==> src/rtl/bpm_pkg.sv <==
// Shared definitions for the BPM click generator and the BPM detector:
// tempo clamp defaults, constant widths and the click state encoding.
package bpm_pkg;

  localparam int unsigned MIN_BPM_DEFAULT = 40;
  localparam int unsigned MAX_BPM_DEFAULT = 200;
  localparam int unsigned CONST_W         = 32;
  localparam int unsigned DIV_W           = 16;

  typedef enum logic {
    IDLE,
    CLICK
  } click_state_t;

  // Clock cycles per minute; widened first so 60*50 MHz does not overflow.
  function automatic logic [CONST_W-1:0] ticks_per_minute(input longint unsigned clk_hz);
    return CONST_W'(clk_hz * 64'd60);
  endfunction

endpackage

==> src/rtl/seq_divider.sv <==
// Restoring unsigned divider: one quotient bit per cycle plus a final
// completion cycle, so busy stays high for DIVIDEND_W+1 cycles.
module seq_divider
  import bpm_pkg::*;
#(
  parameter int unsigned DIVIDEND_W = CONST_W,
  parameter int unsigned DIVISOR_W  = DIV_W
) (
  input  logic                  clk,
  input  logic                  reset,
  input  logic                  start_i,
  input  logic [DIVIDEND_W-1:0] dividend_i,
  input  logic [DIVISOR_W-1:0]  divisor_i,
  output logic                  busy_o,
  output logic                  done_o,
  output logic [DIVIDEND_W-1:0] quotient_o
);

  localparam int unsigned CNT_W = $clog2(DIVIDEND_W + 1);

  logic                  busy_q, busy_d;
  logic                  done_q, done_d;
  logic [CNT_W-1:0]      step_q, step_d;
  logic [DIVISOR_W-1:0]  rem_q, rem_d;
  logic [DIVISOR_W-1:0]  den_q, den_d;
  logic [DIVIDEND_W-1:0] quo_q, quo_d;
  logic [DIVISOR_W:0]    trial;

  always_comb begin
    busy_d = busy_q;
    done_d = 1'b0;
    step_d = step_q;
    rem_d  = rem_q;
    den_d  = den_q;
    quo_d  = quo_q;
    trial  = {rem_q, quo_q[DIVIDEND_W-1]};
    if (!busy_q) begin
      if (start_i) begin
        busy_d = 1'b1;
        step_d = '0;
        rem_d  = '0;
        quo_d  = dividend_i;
        den_d  = divisor_i;
      end
    end else if (step_q == CNT_W'(DIVIDEND_W)) begin
      busy_d = 1'b0;
      done_d = 1'b1;
    end else begin
      // Dividend bits shift out of quo_q as quotient bits shift in.
      step_d = step_q + 1'b1;
      if (trial >= {1'b0, den_q}) begin
        rem_d = DIVISOR_W'(trial - {1'b0, den_q});
        quo_d = {quo_q[DIVIDEND_W-2:0], 1'b1};
      end else begin
        rem_d = trial[DIVISOR_W-1:0];
        quo_d = {quo_q[DIVIDEND_W-2:0], 1'b0};
      end
    end
  end

  always_ff @(posedge clk or posedge reset) begin
    if (reset) begin
      busy_q <= 1'b0;
      done_q <= 1'b0;
      step_q <= '0;
      rem_q  <= '0;
      den_q  <= '0;
      quo_q  <= '0;
    end else begin
      busy_q <= busy_d;
      done_q <= done_d;
      step_q <= step_d;
      rem_q  <= rem_d;
      den_q  <= den_d;
      quo_q  <= quo_d;
    end
  end

  assign busy_o     = busy_q;
  assign done_o     = done_q;
  assign quotient_o = quo_q;

endmodule

==> src/rtl/bpm_click_generator.sv <==
// Metronome: converts a BPM setting into a beat strobe and emits a decaying
// square-tone click burst per beat over a valid/ready sample stream.
module bpm_click_generator
  import bpm_pkg::*;
#(
  parameter int unsigned            SAMPLE_WIDTH     = 16,
  parameter int unsigned            CLOCK_FREQ       = 50_000_000,
  parameter int unsigned            BPM_WIDTH        = 16,
  parameter int unsigned            MIN_BPM          = MIN_BPM_DEFAULT,
  parameter int unsigned            MAX_BPM          = MAX_BPM_DEFAULT,
  parameter int unsigned            CLICK_SAMPLES    = 64,
  parameter int unsigned            TONE_HALF_PERIOD = 4,
  parameter logic [SAMPLE_WIDTH-1:0] CLICK_AMPLITUDE = 16'h4000,
  parameter int unsigned            DECAY_SHIFT      = 3
) (
  input  logic                    clk,
  input  logic                    reset,
  input  logic [BPM_WIDTH-1:0]    bpm_in,
  input  logic                    bpm_load,
  input  logic                    enable,
  input  logic                    sample_tick,
  output logic [SAMPLE_WIDTH-1:0] click_data,
  output logic                    click_valid,
  input  logic                    click_ready,
  output logic                    beat_pulse,
  output logic                    busy,
  output logic [31:0]             interval_out,
  output logic                    overrun
);

  localparam logic [CONST_W-1:0] TICKS = ticks_per_minute(CLOCK_FREQ);
  localparam int unsigned        IDX_W = $clog2(CLICK_SAMPLES + 1);

  logic [31:0]        bpm_ext, bpm_clamped;
  logic               div_start, div_busy, div_done;
  logic [CONST_W-1:0] div_quo;

  always_comb begin
    bpm_ext     = 32'(bpm_in);
    bpm_clamped = bpm_ext;
    if (bpm_ext < MIN_BPM) bpm_clamped = MIN_BPM;
    if (bpm_ext > MAX_BPM) bpm_clamped = MAX_BPM;
  end

  assign div_start = bpm_load && !div_busy;
  assign busy      = div_busy;

  seq_divider #(
    .DIVIDEND_W (CONST_W),
    .DIVISOR_W  (DIV_W)
  ) u_div (
    .clk        (clk),
    .reset      (reset),
    .start_i    (div_start),
    .dividend_i (TICKS),
    .divisor_i  (DIV_W'(bpm_clamped)),
    .busy_o     (div_busy),
    .done_o     (div_done),
    .quotient_o (div_quo)
  );

  logic [31:0] active_q, active_d, pend_q, pend_d, cnt_q, cnt_d;
  logic        pend_vld_q, pend_vld_d, run_q, beat_q, beat_d;
  logic        run, start, wrap, apply_ok;

  always_comb begin
    run        = enable && (active_q != '0);
    start      = run && !run_q;
    wrap       = run && run_q && (cnt_q == active_q - 32'd1);
    beat_d     = start || wrap;
    cnt_d      = (!run || start || wrap) ? '0 : cnt_q + 32'd1;
    // The beat cycle itself is still a boundary: the new period only starts
    // comparing against active_q from here, so a quotient landing now applies.
    apply_ok   = (active_q == '0) || start || wrap || beat_q;
    active_d   = active_q;
    pend_d     = pend_q;
    pend_vld_d = pend_vld_q;
    if (apply_ok && (div_done || pend_vld_q)) begin
      active_d   = div_done ? div_quo : pend_q;
      pend_vld_d = 1'b0;
    end else if (div_done) begin
      pend_d     = div_quo;
      pend_vld_d = 1'b1;
    end
  end

  click_state_t            state_q, state_d;
  logic [IDX_W-1:0]        idx_q, idx_d, idx_inc, half_idx;
  logic [SAMPLE_WIDTH-1:0] amp_q, amp_d, data_q, data_d;
  logic                    valid_q, valid_d, ovr_q, ovr_d;

  always_comb begin
    state_d  = state_q;
    idx_d    = idx_q;
    amp_d    = amp_q;
    data_d   = data_q;
    valid_d  = valid_q;
    ovr_d    = ovr_q;
    idx_inc  = idx_q + 1'b1;
    half_idx = idx_q / IDX_W'(TONE_HALF_PERIOD);
    if (valid_q && click_ready) begin
      valid_d = 1'b0;
      idx_d   = idx_inc;
      if (idx_inc[2:0] == 3'd0) amp_d = amp_q - (amp_q >> DECAY_SHIFT);
      if (idx_inc == IDX_W'(CLICK_SAMPLES)) state_d = IDLE;
    end
    if (sample_tick) begin
      if (valid_q) begin
        ovr_d = 1'b1;
      end else if (state_q == CLICK) begin
        valid_d = 1'b1;
        data_d  = half_idx[0] ? (~amp_q + 1'b1) : amp_q;
      end
    end
    // Restart leaves any presented sample untouched until it is accepted.
    if (beat_q) begin
      state_d = CLICK;
      idx_d   = '0;
      amp_d   = CLICK_AMPLITUDE;
    end
  end

  always_ff @(posedge clk or posedge reset) begin
    if (reset) begin
      active_q   <= '0;
      pend_q     <= '0;
      pend_vld_q <= 1'b0;
      cnt_q      <= '0;
      run_q      <= 1'b0;
      beat_q     <= 1'b0;
      state_q    <= IDLE;
      idx_q      <= '0;
      amp_q      <= '0;
      data_q     <= '0;
      valid_q    <= 1'b0;
      ovr_q      <= 1'b0;
    end else begin
      active_q   <= active_d;
      pend_q     <= pend_d;
      pend_vld_q <= pend_vld_d;
      cnt_q      <= cnt_d;
      run_q      <= run;
      beat_q     <= beat_d;
      state_q    <= state_d;
      idx_q      <= idx_d;
      amp_q      <= amp_d;
      data_q     <= data_d;
      valid_q    <= valid_d;
      ovr_q      <= ovr_d;
    end
  end

  assign click_data   = data_q;
  assign click_valid  = valid_q;
  assign beat_pulse   = beat_q;
  assign interval_out = active_q;
  assign overrun      = ovr_q;

endmodule

==> config.mk <==
export PLATFORM = sky130hd
export DESIGN_NAME = bpm_click_generator
export DESIGN_NICKNAME = d
export VERILOG_FILES = /design/src/rtl/bpm_pkg.sv /design/src/rtl/seq_divider.sv /design/src/rtl/bpm_click_generator.sv
export SDC_FILE = /design/constraint.sdc
export NUM_CORES = 1
export LEC_CHECK = 0
export BUFFER_PORTS_ARGS = -buffer_cell sky130_fd_sc_hd__buf_2
export CORE_MARGIN = 5
export CORE_UTILIZATION = 30
export DETAILED_ROUTE_END_ITERATION = 12
export GPL_ROUTABILITY_DRIVEN = 0
export SETUP_SLACK_MARGIN = 0.4
export SLEW_MARGIN = 20
export SYNTH_ARGS = -nofsm -noshare
export SYNTH_HDL_FRONTEND = slang
export SYNTH_SLANG_ARGS = --single-unit
==> constraint.sdc <==
create_clock -name clk -period 8 [get_ports clk]
set_input_delay 1.6 -clock clk [delete_from_list [all_inputs] [get_ports clk]]
set_output_delay 1.6 -clock clk [all_outputs]
set_load 0.01 [all_outputs]
==> impl_metrics.ini, run 1 <==
[run_status]
status = finished clean

[finish]
drive_gt1_share_pct = 12.2
final_nets = 1593
area_delta_synth_final_pct = 14.2
postLayoutCoreUtil_pct = 34.5
fillCellCount = 4412
diodes = 0
postLayoutCellArea_mm2 = 0.0148

[critical_path]
critical_path.cell_chain = nor4_1 > nand2_1 > nor4_1 > xnor2_1 > a2111oi_4 > buf_4 > nand4_2 > a31o_2
path_depth = 8
slowest_delay_ns = 0.83
crit_slowest_cell = nor4_1
cp_max_fo = 66
cpMostUsedCell = nor4_1
reg2regPathDepth = 8
cp.arrival_ns = 5.02
cp-start-kind = register
critical_path_required_ns = 8.43
critPathKind = reg2reg
worst-path-buf-inv = 1
r2r_setup_slack_ns = 3.41
worstSetupEndpointType = register
cp_top_family = simple AND/OR/NAND/NOR gates

[power_and_ir_drop]
p_per_area_mw_per_mm2 = 293
vdd_drop_max_mv = 0.151
leakagePower_nw = 5.79

[floorplan]
rows = 76
die_h_um = 218
core_area_mm2 = 0.0429
ioPinCount = 74
initial_core_util_pct = 30.2
dieArea_mm2 = 0.0474
die_w_um = 218

[clock_tree]
cts_tree = built
clock-sinks = 213
hold_buffers = 0
clkLatencyLatePin_ns = 0.55
numCtsBuffers = 27
htreeDepth = 1
cts.path.max_buffers = 3
postCtsSetupRepairBufs = 0
cts_root_buffer = clkbuf_16
cts_resized = 0
clk_pin_slew_ns = 0.06

[route]
viasPerCell = 5.12
ant_nets = 0
wl_per_cell_um = 15.5
post-route-drc-count = 0
dr.pass1.iters = 5
route.vias.total = 10900
routed_wl_um = 33100
drtIter0Drc = 964

[hold_path]
hp-class = reg2reg
hold_depth = 1

[sta]
fin_crit_ns = 4.59
worst_pin_slew_ns = 0.989
skew_ns = 0.0174
fmax_mhz = 218
period_share_pct = 57.3
hold_viol = 0
rsz0062_at_grt = false
final_max_slew_viol_count = 0
setup-tns-final_ns = 0
max_slew_margin_pct = 33.9
setup_viol = 0

[synth]
synth_top_family_by_area = simple AND/OR/NAND/NOR gates
synth-seq-area-share_pct = 41.2
synth-compound-area-share_pct = 16.5
synth_xor_area_share_pct = 7.71
synth_cells = 1510
synth.distinct_cells = 68
synthAdderAreaFrac_pct = 3.88
synth_fp_nets = 1571
netlist_area_mm2 = 0.0129
synth_ff_type = dfrtp_1
ys_seq_elements = 213
syn_avg_cell_area_um2 = 8.58
synthSimpleGateAreaFrac_pct = 24.0
yosysTopAreaCell = dfrtp_1
synth_top_area_share_pct = 41.2
muxShareOfSynthArea_pct = 1.72
synth_area_leaders = dfrtp_1 41%, nand2_1 5.7%, nand3_1 4.7%, xnor2_1 4.5%, o21ai_0 4.0%
synth_most_common_cell = dfrtp_1
ys_async_sr_fraction_pct = 100
ys_top_cells_by_count = 213 x dfrtp_1, 197 x nand2_1, 121 x nand3_1
synth_edf_count = 0
ys.warnings.count = 0

[grt]
use_met2_pct = 21.2
grt_max_degree = 136
grt_pass1_vias = 10500
met3_usage_pct = 2.37
use_met1_pct = 19.7
grt_use_total_pct = 13.6
grt_pass1_wl_um = 54900
overflow = 0
antenna_found_initial = 0
top_usage_layer = met2

[job]
maxCapViolCount = 0

[place]
place_area_mm2 = 0.0138
dp_hpwl_um = 21900
io_buffers = 73
==> power breakdown <==
group	switching, W	internal (W)	total (W)
clock	0.000484	0.000818	0.00130
sequential	0.000292	0.00133	0.00162
combinational	0.000813	0.000596	0.00141
==> sequential cells by signal, summed over array words and instances (netlist names), 6 cells and up <==
| name | cells |
|---|---|
| cnt_q | 32 |
| interval_out | 32 |
| pend_q | 32 |
| u_div.quotient_o | 32 |
| amp_q | 16 |
| click_data | 16 |
| u_div.den_q | 16 |
| u_div.rem_q | 16 |
| idx_q | 7 |
| u_div.step_q | 6 |
==> path summary, 6_finish.rpt <==
path	start	to
worst max-delay path	interval_out[5]$_DFFE_PP0P_	interval_out[30]$_DFFE_PP0P_
worst min-delay path	overrun$_DFFE_PP0P_	overrun$_DFFE_PP0P_
worst max register to register	interval_out[5]$_DFFE_PP0P_	interval_out[30]$_DFFE_PP0P_
worst min register to register	overrun$_DFFE_PP0P_	overrun$_DFFE_PP0P_
max in group asynchronous	reset	pend_q[2]$_DFFE_PP0N_
min in group asynchronous	reset	amp_q[2]$_DFFE_PP0P_
==> cells in the final DEF (no fill, tap or decap), drive strengths merged, types with 8 or more instances in the layout <==
| master | n |
|---|---|
| a21oi | 58 |
| nand2 | 197 |
| o21ai | 145 |
| xnor2 | 66 |
| nor4 | 19 |
| a221oi | 29 |
| nand4 | 19 |
| nand2b | 13 |
| dfrtp | 213 |
| inv | 59 |
| mux2i | 20 |
| nand3 | 121 |
| o31ai | 12 |
| clkbuf | 36 |
| nor3 | 19 |
| nor2 | 122 |
| and3 | 38 |
| xor2 | 48 |
| nor2b | 35 |
| ha | 37 |
| or3 | 10 |
| buf | 89 |
| a211oi | 35 |
| or4 | 8 |
==> kinds of logic after synthesis <==
| family | after synthesis |
|---|---|
| AOI/OAI and AO/OA | 339 |
| xor gates and xnor gates | 114 |
| adders and majority gates | 39 |
| buffers and inverters | 153 |
| DFF | 213 |
| muxes | 22 |
| and+or+nand+nor | 630 |
==> metal layers <==
metal	share of wire (%)	routed length, um	vias to the layer above
li1	-	-	5368
met1	48	16000	5250
met2	44	14700	260
met3	5.2	1710	54
met4	2.2	730	0
met5	0	0	-
==> through the flow <==
| stage | hold WS, ns | setup WS [ns] | power (W) | cells |
|---|---|---|---|---|
| 2_1_floorplan | 0.461 | 0.577 | 0.00264 | 1510 |
| 3_3_place_gp | 0.435 | 3.59 | 0.00300 | 2087 |
| 3_5_place_dp | 0.448 | 3.52 | 0.00305 | 2087 |
| 4_1_cts | 0.461 | 3.49 | 0.00438 | 2136 |
| 5_1_grt | 0.493 | 3.16 | 0.00464 | 2137 |
| 6_report | 0.461 | 3.41 | 0.00433 | 2137 |
==> worst reg2reg max path, cell delays in order, from the launching register on <==
cell and delay [ns]:
dfrtp_1 0.47, nor4_1 0.83, nand2_1 0.34, nor4_1 0.44, xnor2_1 0.18, a2111oi_4 0.29, buf_4 0.59, nand4_2 0.82
a31o_2 0.51
==> final cells by class <==
cell class                      instances  area [um2]  share of cell area, %
Tap cell                              585         732                   4.95
Inverter                               57         221                   1.50
Clock buffer                           36         749                   5.07
Sequential cell                       213        5330                   36.1
Multi-Input combinational cell       1144        7040                   47.6
Timing Repair Buffer                   89         509                   3.44
Clock inverter                         13         203                   1.37
Note: power is estimated with default switching activity, not from simulation.
==> inputs of run 2 (changes only) <==
Clock period 8 ns to 4.1 ns, I/O delays scaled along.
==> impl_metrics.ini, run 2 (synthesis gave the netlist of run 1 again) <==
[run_status]
status = finished clean

[sta]
fmax_mhz = 283
period_share_pct = 86.2
worst_pin_slew_ns = 1.07
max_slew_margin_pct = 28.2
final_max_slew_viol_count = 0
setup-tns-final_ns = 0
rsz0062_at_grt = true
setup_viol = 0
hold_viol = 0
skew_ns = 0.0236
fin_crit_ns = 3.53

[finish]
seq_area_mm2 = 0.00533
postLayoutCoreUtil_pct = 35.2
final_cell_mix = 212 x dfrtp_1, 196 x nand2_1, 121 x nand3_1, 100 x o21ai_0, 90 x nor2_1
mostFrequentLayoutCell = dfrtp_1
area_delta_synth_final_pct = 16.5
multi_input_area_mm2 = 0.00704
instances_no_fill = 2159
final_nets = 1613
drive_gt1_share_pct = 14.0
fillCellCount = 4397
diodes = 0

[power_and_ir_drop]
internal_power_w = 0.00565
seqPwrFrac_pct = 35.7
p_sw_w = 0.00314
leakagePower_nw = 5.95
p_comb_share_pct = 32.1
vdd_drop_max_mv = 0.330
p_per_area_mw_per_mm2 = 583
p_sw_share_pct = 35.7
clockPowerShare_pct = 32.1

[clock_tree]
cts_root_buffer = clkbuf_16
clkLatencyLatePin_ns = 0.56
clk_pin_slew_ns = 0.06
cts_tree = built
htreeDepth = 1
numCtsBuffers = 28
cts.path.max_buffers = 3
hold_buffers = 0
clock-sinks = 213

[grt]
grt_max_degree = 97
antenna_found_initial = 0
overflow = 0
grt_pass1_vias = 11100
grt_use_total_pct = 14.0
grt_pass1_wl_um = 57000

[floorplan]
die_h_um = 218
die_w_um = 218
dieArea_mm2 = 0.0474
initial_core_util_pct = 30.2
core_area_mm2 = 0.0429
ioPinCount = 74
rows = 76

[place]
io_buffers = 73
dp_hpwl_um = 22600
dp.cells = 2105

[critical_path]
cp-start-kind = register
critical_path_required_ns = 4.54
cp.arrival_ns = 3.97
worstSetupEndpointType = register
critPathKind = reg2reg
reg2regPathDepth = 9
cp_max_fo = 32

[route]
route.vias.total = 11100
wl_per_cell_um = 15.5
drtIter0Drc = 781
routed_wl_um = 33400
dr.pass1.iters = 4
post-route-drc-count = 0
viasPerCell = 5.13
ant_nets = 0

[hold_path]
hp-class = in2async

[job]
maxCapViolCount = 0
==> run 2: timing repair <==
item | 4_1_cts | 5_1_grt
setup buffers | 0 | 2
setup endpoints to repair | 57 | 108
resized for setup | 2 | 6
pin swaps | 0 | 1
==> run 2: critical path, cell delays in order, from the launching register on <==
cell      delay, ns
dfrtp_1        0.46
or4_1          0.64
or3_1          0.45
nor4_2         0.31
mux2i_1        0.23
nand4_1        0.17
or4_4          0.58
o211ai_4       0.22
buf_12         0.25
nor2_1         0.08
==> run 2: layout make-up <==
class                   instances  area share (%)
clock buffers                  35            5.36
multi-input cells            1144            46.7
clock inverters                17            1.83
well taps                     585            4.85
repair buffers                108            4.49
flip-flops and latches        213            35.3
inverters                      57            1.44
==> run 2: power by group through the flow <==
stage / Clock [W] / Combinational, W / Sequential [W]
6_report: 0.00282 / 0.00283 / 0.00314
5_1_grt: 0.00300 / 0.00321 / 0.00321
4_1_cts: 0.00291 / 0.00283 / 0.00313
2_1_floorplan: 0 / 0.00210 / 0.00305
3_5_place_dp: 0 / 0.00282 / 0.00317
3_3_place_gp: 0 / 0.00276 / 0.00314
==> run 2: worst paths after layout <==
path / slack (ns) / end / start
max: 0.57 / cnt_q[31]$_DFF_PP0_ / interval_out[0]$_DFFE_PP0P_
min: 0.42 / u_div.den_q[9]$_DFFE_PP0P_ / reset
max reg2reg: 0.57 / cnt_q[31]$_DFF_PP0_ / interval_out[0]$_DFFE_PP0P_
min reg2reg: 0.47 / overrun$_DFFE_PP0P_ / overrun$_DFFE_PP0P_
max in group asynchronous: 2.76 / interval_out[17]$_DFFE_PP0P_ / reset
min in group clk: 0.47 / overrun$_DFFE_PP0P_ / overrun$_DFFE_PP0P_
==> run 2: layer usage <==
layer | track usage, % | wire (um)
met4 | 3.50 | 668
met3 | 2.28 | 1470
met5 | 0 | 0
met1 | 19.3 | 15800
met2 | 23.1 | 15400
==> run 2: stage by stage <==
stage / setup slack [ns] / hold WS (ns) / cell area [um2] / power (W)
floorplan: 0.510 / 0.461 / 13000 / 0.00514
global placement: 0.391 / 0.435 / 13900 / 0.00590
detailed placement: 0.312 / 0.439 / 13900 / 0.00599
CTS: 0.432 / 0.436 / 15000 / 0.00888
global route: 0.399 / 0.457 / 15100 / 0.00942
finish: 0.568 / 0.415 / 15100 / 0.00879
==> inputs of run 3 (changes only) <==
Settings changed: CORE_MARGIN 5 to 8.
==> impl_metrics.ini, run 3 (synthesis gave the netlist of run 1 again) <==
[route]
post-route-drc-count = 0
dr.pass1.iters = 5
route.vias.total = 11000
drtIter0Drc = 753
wl_per_cell_um = 15.5
routed_wl_um = 33500
viasPerCell = 5.08
ant_nets = 0

[clock_tree]
clk_pin_slew_ns = 0.06
cts_root_buffer = clkbuf_16
numCtsBuffers = 27
clkLatencyLatePin_ns = 0.55
htreeDepth = 1
cts.path.max_buffers = 3
clock-sinks = 213
hold_buffers = 0
cts_tree = built

[grt]
grt_pass1_vias = 10800
overflow = 0
antenna_found_initial = 0
grt_use_total_pct = 13.2
grt_pass1_wl_um = 56300
grt_max_degree = 134

[floorplan]
die_h_um = 224
dieArea_mm2 = 0.0501
rows = 76
core_area_mm2 = 0.0429
initial_core_util_pct = 30.2
ioPinCount = 74
die_w_um = 224

[finish]
postLayoutCoreUtil_pct = 34.8
final_cell_mix = 212 x dfrtp_1, 197 x nand2_1, 121 x nand3_1, 99 x o21ai_0, 90 x nor2_1
instances_no_fill = 2159
diodes = 0
final_nets = 1615
mostFrequentLayoutCell = dfrtp_1
drive_gt1_share_pct = 14.0
area_delta_synth_final_pct = 15.2

[place]
io_buffers = 73
dp_hpwl_um = 22500
place_ws_ns = 0.412
dp.cells = 2109

[critical_path]
critical_path_required_ns = 4.53
cp_max_fo = 32
cp.arrival_ns = 3.95
r2r_setup_slack_ns = 0.58
critPathKind = reg2reg
cp-start-kind = register
worstSetupEndpointType = register
reg2regPathDepth = 11
reg2reg_to = cnt_q[2]$_DFF_PP0_
r2r-start = interval_out[0]$_DFFE_PP0P_

[sta]
whs_ns = 0.227
setup_viol = 0
skew_ns = 0.0197
fin_crit_ns = 3.52
setup_ws_ns = 0.581
hold_viol = 0
worst_pin_slew_ns = 0.994
setup-tns-final_ns = 0
final_max_slew_viol_count = 0
period_share_pct = 85.8
fmax_mhz = 284
rsz0062_at_grt = false
max_slew_margin_pct = 33.6

[hold_path]
hp-class = in2async

[job]
maxCapViolCount = 0

[power_and_ir_drop]
vdd_drop_max_mv = 0.288
p_per_area_mw_per_mm2 = 560
leakagePower_nw = 5.87

[run_status]
status = finished clean
run 3: changes by cell type in the layout (fill, tap and decap cells not counted), sizes merged:
cell and change:
clkbuf -1, clkinv +3, buf +2, bufinv -5, o21ai +1
run 3: worst max path at each step:
| stage | startpoint | endpoint | depth (start not counted) |
|---|---|---|---|
| floorplan | reset | amp_q[0]$_DFFE_PP0P_ | 1 |
| global placement | interval_out[1]$_DFFE_PP0P_ | cnt_q[2]$_DFF_PP0_ | 11 |
| detailed placement | interval_out[9]$_DFFE_PP0P_ | cnt_q[31]$_DFF_PP0_ | 9 |
| CTS | interval_out[0]$_DFFE_PP0P_ | cnt_q[8]$_DFF_PP0_ | 11 |
| global route | interval_out[0]$_DFFE_PP0P_ | interval_out[29]$_DFFE_PP0P_ | 10 |
| finish | interval_out[0]$_DFFE_PP0P_ | cnt_q[2]$_DFF_PP0_ | 11 |
run 3: cell type report:
cell class              count  area [um2]
repair buffers            110         684
inverters                  57         218
well taps                 585         732
clock buffers              34         752
fillers                  4370       28000
flip-flops and latches    213        5330
clock inverters            15         141
multi-input cells        1145        7060
run 3: where the power goes:
part / switching, W / internal [W]
clock: 0.000961 / 0.00142
sequential: 0.000544 / 0.00259
combinational: 0.00162 / 0.00122
total: 0.00312 / 0.00523
run 3: critical path: stages, from the launching register on:
cell      delay (ns)
dfrtp_1         0.46
inv_1           0.11
ha_1            0.19
or3b_2          0.52
nor3_1          0.20
xnor2_1         0.12
nor4_2          0.35
nand4_1         0.24
or4_4           0.64
o211ai_4        0.22
buf_12          0.25
nor2_1          0.07
run 3: repair_timing:
action | 4_1_cts | 5_1_grt
pin swaps | 0 | 1
resized for setup | 1 | 8
gates cloned | 0 | 1
setup buffers | 0 | 0
setup endpoints to repair | 3 | 104
run 3: metal layers:
metal | share of wire, % | track usage [%] | vias up
li1 | - | - | 5429
met1 | 47 | 17.8 | 5280
met2 | 47 | 21.8 | 201
met3 | 3.9 | 2.00 | 56
met4 | 2.3 | 3.46 | 0
met5 | 0 | 0 | -
run 3: stage by stage:
stage	instance area, um2	power (W)
floorplan	13000	0.00514
global route	14900	0.00897
global placement	14000	0.00593
CTS	14900	0.00844
finish	14900	0.00836
detailed placement	14000	0.00600
